$ cat config.mk
export PLATFORM = sky130hd
export DESIGN_NAME = sw_engine_top_flat
export DESIGN_NICKNAME = d
export VERILOG_FILES = /design/src/rtl/sw_engine_if.sv /design/src/rtl/sw_engine_top.sv /design/src/flat_wrapper.sv
export SDC_FILE = /design/constraint.sdc
export NUM_CORES = 1
export LEC_CHECK = 0
export ABC_AREA = 1
export ABC_CLOCK_PERIOD_IN_PS = 13600
export CORE_MARGIN = 2
export CORE_UTILIZATION = 47
export CTS_CLUSTER_SIZE = 16
export DETAILED_ROUTE_END_ITERATION = 8
export PLACE_DENSITY = 0.6
export SETUP_SLACK_MARGIN = 0.3
export SYNTH_ARGS = -nofsm -noshare
export SYNTH_HDL_FRONTEND = slang
export SYNTH_HIERARCHICAL = 1
export SYNTH_SLANG_ARGS = --single-unit
$ cat constraint.sdc
create_clock -name clk -period 13.6 [get_ports clk]
set_input_delay 2.72 -clock clk [delete_from_list [all_inputs] [get_ports clk]]
set_output_delay 2.72 -clock clk [all_outputs]
set_load 0.01 [all_outputs]
$ cat src/rtl/sw_engine_if.sv
// Bus bundle between the unit-propagation slice and its neighbours
// (unit-clause arbiter, clause arbiter, switch).
interface sw_engine_if #(
   parameter int LIT_W = 11,
   parameter int CLA_W = 33
);
   logic [LIT_W-1:0] uca2ucq;
   logic             push;
   logic [CLA_W-1:0] carb2sw;
   logic             carb2sw_valid;
   logic             ucarb2UCQ_in_pop;
   logic [LIT_W-1:0] UCQ_in_dout;
   logic             UCQ_in_empty;
   logic             clq_pop;
   logic [CLA_W-1:0] clq2sw;
   logic             clq_empty;
   logic             UCQ_out_full;
   logic             conflict;
   logic             overflow;

   modport master (
      output uca2ucq, push, carb2sw, carb2sw_valid, ucarb2UCQ_in_pop, clq_pop,
      input  UCQ_in_dout, UCQ_in_empty, clq2sw, clq_empty, UCQ_out_full,
             conflict, overflow
   );

   modport slave (
      input  uca2ucq, push, carb2sw, carb2sw_valid, ucarb2UCQ_in_pop, clq_pop,
      output UCQ_in_dout, UCQ_in_empty, clq2sw, clq_empty, UCQ_out_full,
             conflict, overflow
   );
endinterface

$ cat src/rtl/sw_engine_top.sv
// Unit-propagation slice: UCQ_out feeds the assigned literal, each clause is
// simplified against it and routed to CLQ and, for new units, to UCQ_in.
module sw_fifo #(
   parameter int W     = 11,
   parameter int DEPTH = 8
) (
   input  logic         clk,
   input  logic         rst_n,
   input  logic         wr_en,
   input  logic [W-1:0] wr_data,
   input  logic         rd_en,
   output logic [W-1:0] dout,
   output logic         empty,
   output logic         full
);
   localparam int AW = $clog2(DEPTH);

   logic [W-1:0]  mem_reg [DEPTH];
   logic [AW-1:0] wr_ptr_reg;
   logic [AW-1:0] rd_ptr_reg;
   logic [AW:0]   count_reg;
   logic          wr_ok;
   logic          rd_ok;

   assign full  = (count_reg == (AW+1)'(DEPTH));
   assign empty = (count_reg == '0);
   // A full FIFO refuses the write even when it is popped on the same edge.
   assign wr_ok = wr_en && !full;
   assign rd_ok = rd_en && !empty;
   assign dout  = mem_reg[rd_ptr_reg];

   always_ff @(posedge clk or negedge rst_n) begin
      if (!rst_n) begin
         for (int i = 0; i < DEPTH; i++) mem_reg[i] <= '0;
         wr_ptr_reg <= '0;
         rd_ptr_reg <= '0;
         count_reg  <= '0;
      end else begin
         if (wr_ok) begin
            mem_reg[wr_ptr_reg] <= wr_data;
            wr_ptr_reg          <= wr_ptr_reg + 1'b1;
         end
         if (rd_ok) rd_ptr_reg <= rd_ptr_reg + 1'b1;
         case ({wr_ok, rd_ok})
            2'b10:   count_reg <= count_reg + 1'b1;
            2'b01:   count_reg <= count_reg - 1'b1;
            default: count_reg <= count_reg;
         endcase
      end
   end
endmodule

module sw_engine_top #(
   parameter int LIT_W = 11,
   parameter int CLA_W = 33,
   parameter int DEPTH = 8
) (
   input  logic        clk,
   input  logic        rst_n,
   sw_engine_if.slave  bus
);
   logic [LIT_W-1:0] cur_lit_reg, cur_lit_next;
   logic             active_reg, active_next;
   logic             conflict_reg, overflow_reg;

   logic [LIT_W-1:0] ucq_out_dout;
   logic             ucq_out_empty, ucq_out_pop;
   logic             clq_full, ucq_in_full;
   logic             clq_wr, ucq_in_wr, conflict_set;
   logic [CLA_W-1:0] clq_data;

   logic [LIT_W-1:0] neg_lit;
   logic [LIT_W-1:0] lit [3];
   logic [LIT_W-1:0] red [3];
   logic [2:0]       sat;
   logic [2:0]       nz;
   logic [1:0]       nz_cnt;
   logic [CLA_W-1:0] red_clause;
   logic [LIT_W-1:0] unit_lit;
   logic             is_header;

   assign neg_lit   = '0 - cur_lit_reg;
   assign is_header = (bus.carb2sw == '0);

   // Slot 0 sits in the top bits; positions are kept, zeros never compacted.
   for (genvar gi = 0; gi < 3; gi++) begin : g_slot
      assign lit[gi] = bus.carb2sw[CLA_W-1-gi*LIT_W -: LIT_W];
      assign sat[gi] = (lit[gi] != '0) && (lit[gi] == cur_lit_reg);
      assign red[gi] = (lit[gi] == neg_lit) ? '0 : lit[gi];
      assign nz[gi]  = (red[gi] != '0);
   end

   assign nz_cnt     = {1'b0, nz[0]} + {1'b0, nz[1]} + {1'b0, nz[2]};
   assign red_clause = {red[0], red[1], red[2]};
   // With exactly one survivor the OR of the slots is that literal.
   assign unit_lit   = red[0] | red[1] | red[2];

   always_comb begin
      clq_wr       = 1'b0;
      clq_data     = bus.carb2sw;
      ucq_in_wr    = 1'b0;
      conflict_set = 1'b0;
      ucq_out_pop  = 1'b0;
      active_next  = active_reg;
      cur_lit_next = cur_lit_reg;
      if (bus.carb2sw_valid) begin
         if (is_header) begin
            if (!ucq_out_empty) begin
               ucq_out_pop  = 1'b1;
               cur_lit_next = ucq_out_dout;
               active_next  = 1'b1;
            end else begin
               active_next  = 1'b0;
            end
         end else if (!active_reg) begin
            clq_wr = 1'b1;
         end else if (sat == 3'b000) begin
            if (nz_cnt == 2'd0) begin
               conflict_set = 1'b1;
            end else begin
               clq_wr    = 1'b1;
               clq_data  = red_clause;
               ucq_in_wr = (nz_cnt == 2'd1);
            end
         end
      end
   end

   always_ff @(posedge clk or negedge rst_n) begin
      if (!rst_n) begin
         cur_lit_reg  <= '0;
         active_reg   <= 1'b0;
         conflict_reg <= 1'b0;
         overflow_reg <= 1'b0;
      end else begin
         cur_lit_reg  <= cur_lit_next;
         active_reg   <= active_next;
         if (conflict_set) conflict_reg <= 1'b1;
         if ((clq_wr && clq_full) || (ucq_in_wr && ucq_in_full)) overflow_reg <= 1'b1;
      end
   end

   assign bus.conflict = conflict_reg;
   assign bus.overflow = overflow_reg;

   sw_fifo #(.W(LIT_W), .DEPTH(DEPTH)) u_ucq_out (
      .clk     (clk),
      .rst_n   (rst_n),
      .wr_en   (bus.push),
      .wr_data (bus.uca2ucq),
      .rd_en   (ucq_out_pop),
      .dout    (ucq_out_dout),
      .empty   (ucq_out_empty),
      .full    (bus.UCQ_out_full)
   );

   sw_fifo #(.W(CLA_W), .DEPTH(DEPTH)) u_clq (
      .clk     (clk),
      .rst_n   (rst_n),
      .wr_en   (clq_wr),
      .wr_data (clq_data),
      .rd_en   (bus.clq_pop),
      .dout    (bus.clq2sw),
      .empty   (bus.clq_empty),
      .full    (clq_full)
   );

   sw_fifo #(.W(LIT_W), .DEPTH(DEPTH)) u_ucq_in (
      .clk     (clk),
      .rst_n   (rst_n),
      .wr_en   (ucq_in_wr),
      .wr_data (unit_lit),
      .rd_en   (bus.ucarb2UCQ_in_pop),
      .dout    (bus.UCQ_in_dout),
      .empty   (bus.UCQ_in_empty),
      .full    (ucq_in_full)
   );
endmodule

$ cat src/flat_wrapper.sv
// flat-port wrapper written by rule: the top's interface ports become plain ports
module sw_engine_top_flat 
#(
   parameter int LIT_W = 11,
   parameter int CLA_W = 33,
   parameter int DEPTH = 8
)
  (clk, rst_n, bus_uca2ucq, bus_push, bus_carb2sw, bus_carb2sw_valid, bus_ucarb2UCQ_in_pop, bus_clq_pop, bus_UCQ_in_dout, bus_UCQ_in_empty, bus_clq2sw, bus_clq_empty, bus_UCQ_out_full, bus_conflict, bus_overflow);
  sw_engine_if #(.LIT_W(LIT_W), .CLA_W(CLA_W)) bus_i ();
  input  logic clk;
  input  logic rst_n;
  input wire logic [$bits(bus_i.uca2ucq)-1:0] bus_uca2ucq;
  input wire logic [$bits(bus_i.push)-1:0] bus_push;
  input wire logic [$bits(bus_i.carb2sw)-1:0] bus_carb2sw;
  input wire logic [$bits(bus_i.carb2sw_valid)-1:0] bus_carb2sw_valid;
  input wire logic [$bits(bus_i.ucarb2UCQ_in_pop)-1:0] bus_ucarb2UCQ_in_pop;
  input wire logic [$bits(bus_i.clq_pop)-1:0] bus_clq_pop;
  output wire logic [$bits(bus_i.UCQ_in_dout)-1:0] bus_UCQ_in_dout;
  output wire logic [$bits(bus_i.UCQ_in_empty)-1:0] bus_UCQ_in_empty;
  output wire logic [$bits(bus_i.clq2sw)-1:0] bus_clq2sw;
  output wire logic [$bits(bus_i.clq_empty)-1:0] bus_clq_empty;
  output wire logic [$bits(bus_i.UCQ_out_full)-1:0] bus_UCQ_out_full;
  output wire logic [$bits(bus_i.conflict)-1:0] bus_conflict;
  output wire logic [$bits(bus_i.overflow)-1:0] bus_overflow;
  assign bus_i.uca2ucq = bus_uca2ucq;
  assign bus_i.push = bus_push;
  assign bus_i.carb2sw = bus_carb2sw;
  assign bus_i.carb2sw_valid = bus_carb2sw_valid;
  assign bus_i.ucarb2UCQ_in_pop = bus_ucarb2UCQ_in_pop;
  assign bus_i.clq_pop = bus_clq_pop;
  assign bus_UCQ_in_dout = bus_i.UCQ_in_dout;
  assign bus_UCQ_in_empty = bus_i.UCQ_in_empty;
  assign bus_clq2sw = bus_i.clq2sw;
  assign bus_clq_empty = bus_i.clq_empty;
  assign bus_UCQ_out_full = bus_i.UCQ_out_full;
  assign bus_conflict = bus_i.conflict;
  assign bus_overflow = bus_i.overflow;
  sw_engine_top #(.LIT_W(LIT_W), .CLA_W(CLA_W), .DEPTH(DEPTH)) u_core (.clk(clk), .rst_n(rst_n), .bus(bus_i));
endmodule
After elaboration in Yosys (flattened, before gate mapping)
Cells that the tools add are included. Widths: inputs -> output; s select.

Memories: 0. Bits in read-only memories: 0. Bits of input ports: 50. Register bits: 484. Bits in latches: 0. RAM bits: 0.

Reductions and logical operators: 38. $add $sub $neg: 15. Multiplexer cells: 47. Bitwise logic cells: 9. $lt $le $gt $ge: 9. Multipliers: 0. Shifts and indexed selects: 0. Divide/modulo/power cells: 0. Equality and inequality tests: 16.

Operators with widths (count): $bwmux 264 (1); $mux 33 (8); $bwmux 88 (2); $bmux 33 s3 (1); $demux 33 s3 (1); $mux 11 (9); $bmux 11 s3 (2); $demux 11 s3 (2); $eq 11x11->1 (6); $reduce_bool 11->1 (6); $logic_not 33->1 (1); $ge 4x4->1 const B (6); $not 3->4 (6); $pmux 4 s2 (3); $or 11x11->11 (2); $add 3x1->3 const B (6); $mux 1 (18); $logic_and 1x1->1 (14); $add 4x1->4 const B (3); $eq 4x4->1 const B (3); $logic_not 4->1 (3); $lt 4x1->1 const B (3); $sub 4x1->4 const B (3); $sub 1x11->11 const A (1); 12 further kinds (24).

Depth between registers and ports, before layout
Depth after elaboration: 15. Gate-level depth with buffers: 33.

Hierarchy
The synthesis kept the hierarchy.

Modules (own cells, without submodules): sw_fifo at u_core.u_clq (cells each 2163, area an instance 15001.9 um^2, seq. area each 6856.6 um^2, instances 1); sw_fifo at u_core.u_ucq_in ... (cells each 780, area an instance 5505.3 um^2, seq. area each 2452.4 um^2, instances 2); sw_engine_top (cells each 577, area an instance 2972.9 um^2, seq. area each 350.3 um^2, instances 1).

Least setup slack after synthesis
OpenSTA, ideal clock, no wires.

Path kind: in2reg. Start: in bus_carb2sw[17]. End: reg u_core.u_clq.count_reg[3]. Slack: 7322 ps. Required time: 13483 ps. Stages: 26. Buffers on the path: 3. Data arrival time: 6161 ps. Library setup time: 117 ps. Cells stage by stage: inv_1 > nand2_1 > nand2_1 > inv_1 > nand2_1 > nand2_1 > nor2_1 > nand3_1 > nor2_1 > nand3_1 > buf_2 > nand2_1 > fa_1 > nand2_1 > nand4_1 > a21oi_1 > buf_6 > buf_4 > nand2_1 > ha_1 > ha_1 > or2_2 > nand2_1 > nand2_1 > nand3_1 > nand2_1.

Cells in the longest elaborated chain, start to end: 14. Elaborated cells on any way between the ends: 21.

Ends and longest elaborated chain: start: declaration (RTL line flat_wrapper.sv:14) `input wire logic [$bits(bus_i.carb2sw)-1:0] bus_carb2sw;`; $eq 11x11->1 (RTL line sw_engine_top.sv:89) `assign red[gi] = (lit[gi] == neg_lit) ? '0 : lit[gi];`; $mux 11 (RTL line sw_engine_top.sv:89); $reduce_bool 11->1 (RTL line sw_engine_top.sv:90) `assign nz[gi] = (red[gi] != '0);`; $add 1x1->2 (RTL line sw_engine_top.sv:93) `assign nz_cnt = {1'b0, nz[0]} + {1'b0, nz[1]} + {1'b0, nz[2]};`; $add 2x1->2 (RTL line sw_engine_top.sv:93); $logic_not 2->1 (RTL line sw_engine_top.sv:118) `if (nz_cnt == 2'd0) begin`; $mux 1 (RTL line sw_engine_top.sv:118); $mux 1 (RTL line sw_engine_top.sv:117) `end else if (sat == 3'b000) begin`; $mux 1 (RTL line sw_engine_top.sv:115) `end else if (!active_reg) begin`; $mux 1 * (RTL line sw_engine_top.sv:107) `if (is_header) begin`; $mux 1 * (RTL line sw_engine_top.sv:106) `if (bus.carb2sw_valid) begin`; via u_core.clq_wr (RTL line sw_engine_top.sv:69) `logic clq_wr, ucq_in_wr, conflict_set;`; $logic_and 1x1->1 * (RTL line sw_engine_top.sv:28) `assign wr_ok = wr_en && !full;`; $eq 2x1->1 or $eq 2x2->1 (tied branches) (RTL line sw_engine_top.sv:44) `case ({wr_ok, rd_ok})`; $pmux 4 s2 or $reduce_bool 2->1 (tied branches); end signal: assignment (RTL line sw_engine_top.sv:45) `2'b10: count_reg <= count_reg + 1'b1;`; end signal: assignment (RTL line sw_engine_top.sv:46) `2'b01: count_reg <= count_reg - 1'b1;`; end signal: assignment (RTL line sw_engine_top.sv:47) `default: count_reg <= count_reg;`; end: declaration (RTL line sw_engine_top.sv:21) `logic [AW:0] count_reg;`.

The timed path passes the listed nets; every way through them passes the cells marked *. A chain may end at the register's enable or synchronous reset.

Worst setup path after layout
Start: in bus_carb2sw[16]. End: reg u_core/u_clq/mem_reg[184] (netlist bit).

Cells in the longest elaborated chain, start to end: 12. Elaborated cells on any way between the ends: 23.

Ends and longest elaborated chain: $eq 11x11->1 (RTL line sw_engine_top.sv:89); $mux 11 (RTL line sw_engine_top.sv:89); $reduce_bool 11->1 (RTL line sw_engine_top.sv:90); $add 1x1->2 (RTL line sw_engine_top.sv:93); $add 2x1->2 (RTL line sw_engine_top.sv:93); $logic_not 2->1 (RTL line sw_engine_top.sv:118); $mux 1 (RTL line sw_engine_top.sv:118); $mux 1 (RTL line sw_engine_top.sv:117); $mux 1 (RTL line sw_engine_top.sv:115); $mux 1 * (RTL line sw_engine_top.sv:107); $mux 1 * (RTL line sw_engine_top.sv:106); via u_core.clq_wr (RTL line sw_engine_top.sv:69); $logic_and 1x1->1 * (RTL line sw_engine_top.sv:28); end signal: indexed assignment (RTL line sw_engine_top.sv:40) `mem_reg[wr_ptr_reg] <= wr_data;`; end: declaration (RTL line sw_engine_top.sv:18) `logic [W-1:0] mem_reg [DEPTH];`.

Marked as above.

==> metrics.txt <==
status=complete, no violations; Reg power frac=0.361; Internal=3.66 mW; maximum clock path buffer count=3; Sw Pwr=2.54 mW; final setup TNS=0 ns; Area growth syn-to-layout=8.24%; CP Data Arrival Time=7.83 ns; Mapped Cells=4300; Hold Startpoint=u_core/bus.overflow; Post-synth EDFFs=0; Hold Path End=u_core/bus.overflow; Die Y=252 um; worst setup margin=6.26 ns; type of the worst min-delay path=reg2reg; endpoints failing hold=0; row count=91; reg2reg setup slack=7.60 ns; post-cts sizing count=0; Crit Path Class=in2reg; clock root cell=clkbuf_16; CP required=14.09 ns; pin count of the biggest net entering global routing=227; IO Pins=99; sw frac=0.409; Hold Crit Depth=2; Leak Pwr=16.7 nW; Main synth FF type=dfrtp_1; Netlist cell types=35; Placed Area=29600 um2; initial drt markers=2751; hold_buf cts=0; RR Endpoint=u_core/u_clq/mem_reg[184]; worst hold slack=0.463 ns; post-synthesis compound-gate area fraction=0.00915; simple-gate share of the synthesized area=0.444; post-synthesis mux area share=0; Die W=252 um; clock sink count=484; Crit Path Max Fanout=186; final setup vio count=0; Syn. warnings=6; GPL Wtd Cong=0.939; Residual DRC=0; worst clock skew=0.0227 ns; Final min period=7.34 ns; Peak VDD IR=177 uV; core area=61400 um2; CP Cell Sequence=clkdlybuf4s50_1 -> inv_1 -> nand2_1 -> nand2_1 -> inv_1 -> nand2_1 -> nand2_1 -> nor2_1 -> nand3_1 -> nor2_1 -> nand3_1 -> nand2_1 -> fa_1 -> nand2_1 -> nand4_1 -> a21oi_4 -> buf_12 -> nand3_2 -> nand2_1 -> nand2_1; nets=4234; initial core utilization=0.472; Post-DRT Antenna Nets=0; crit-path most repeated cell=nand2_1; max FFs per register=264; FMAX=136 MHz; vias in the first global route=24400; total track usage=0.286; gr busiest metal=met2; GR Overflow Total=0; Mapped Nets=4370; RSZ-0062 raised after global routing=no; Via-to-Cell Ratio=5.32; met2 Usage GRT=0.455; most frequent cell after synthesis=nand2_1; DR pass1 iterations=6; worst-skew pair later-pin latency=0.62 ns; most frequent cells after synthesis=nand2_1 (1892), nor2_1 (542), dfrtp_1 (484), nand4_1 (448), inv_1 (331); vias=26500; period utilisation layout=0.540; reg-to-reg startpoint=u_core/cur_lit_reg[0]; clock share of power=0.240; XOR/XNOR Fraction of Synth Area=0.0127; Register-to-Register Path Depth=18; largest stage delay on the critical path=1.07 ns; crit end category=register; Crit. Startpoint=bus_carb2sw[16]; global-route wire length before repair=144000 um; initial antenna violation count=5; met1 Use GR=0.409; Max-cap violations=0; #FFs+latches synth=484; layout cells sized above 1=0.0517; area share of the largest cell type after synthesis=0.418; drt total wl=91400 um; DP Wirelength=54000 um; die area=63700 um2; syn avg cell area=6.74 um2; startpoint types=input port; Async S/R FF share, synth=1.00; relative slew slack=0.185; TritonCTS buffer count=56; wire per inst=18.3 um; Yosys top cell by area=dfrtp_1; Post-Syn Area=29000 um2; clock slew at reported path FFs=0.06 ns; Tightest Pin Transition=1.22 ns; sequential fraction of the synthesis area=0.418; design area=31400 um2; total number of H-tree levels=2; Power Dens Cells=197 nW/um2; fin. max-slew vios=0; pre-CTS WS=5.77 ns; met3 GRT Util=0.0356; Setup Fix Bufs, Post-CTS=0; main area contributors after synthesis=dfrtp_1 (42%), nand2_1 (25%), nand4_1 (9.7%); # diodes=0; CTS tree=built; combinational share of power=0.400; Crit-path slowest cell=nand3_2; main combinational cell family by area after synthesis=simple AND/OR/NAND/NOR gates; Adder-Cell Fraction of Synth Area=0.00967; Port-buffer cells=98
[area by class of cell]
type                       instances  area (um2)
multi-input combinational       3132       13800
clock buffer                      80        1630
sequential                       484       12100
inverter                         346        1310
clock inverter                    14         131
fill                            6317       30000
tap                              790         988
timing repair buffer             144        1360
[metal layers]
layer | wire [um] | share of wire
met4 | 2420 | 0.026
met1 | 41900 | 0.46
met2 | 42400 | 0.46
met5 | 69 | 0.00075
met3 | 4690 | 0.051
[critical path: cells and delay by family]
kind                     cells  cell delay, ns
AND/OR/NAND/NOR             14            3.03
adder cells (fa/ha/maj)      1            0.45
buffers and inverters        4            1.29
AO/OA/AOI/OAI                1            0.21
[stage by stage]
step,util,cells,total power [mW]
final,0.511,4990,6.19
after global routing,0.511,4990,6.67
after CTS,0.511,4990,6.22
after detailed placement,0.482,4896,4.71
after global placement,0.482,4896,4.68
after floorplan,-,4300,3.91
[logic make-up (layout without fill, tap and decap cells)]
kind of cell | count (synthesis) | in the layout
AND/OR/NAND/NOR | 3018 | 3018
flip-flops | 484 | 484
AO/OA/AOI/OAI | 52 | 52
XOR/XNOR | 42 | 42
buffers and inverters | 684 | 584
adder cells (fa/ha/maj) | 20 | 20
[power by group through the flow]
stage	Sequential (mW)	Combinational [mW]	Clock, mW
floorplan	2.16	1.75	0
global placement	2.24	2.43	0
CTS	2.23	2.47	1.52
detailed placement	2.25	2.46	0
finish	2.23	2.47	1.48
global route	2.30	2.80	1.57
[worst max path at each step]
stage               slack (ns)                        end
floorplan                 7.32  u_core/u_clq/count_reg[3]
global placement          5.83  u_core/u_clq/count_reg[3]
detailed placement        5.77  u_core/u_clq/mem_reg[180]
CTS                       6.41  u_core/u_clq/mem_reg[184]
global route              5.88  u_core/u_clq/mem_reg[188]
finish                    6.26  u_core/u_clq/mem_reg[184]
[cells in the final DEF, fill, tap and decap left out, drive strengths merged]
master,n
a31o,1
fa,4
nand4,448
dfrtp,484
o22ai,1
nor3,1
buf,48
inv,347
xor2,19
bufinv,2
clkdlybuf4s50,96
o21ai,42
clkbuf,80
clkinv,8
ha,16
a21oi,8
nor2,576
clkinvlp,3
nand3b,1
xnor2,23
or2,4
nand2,1902
nand3,86
Note: power is estimated with default switching activity, not from simulation.
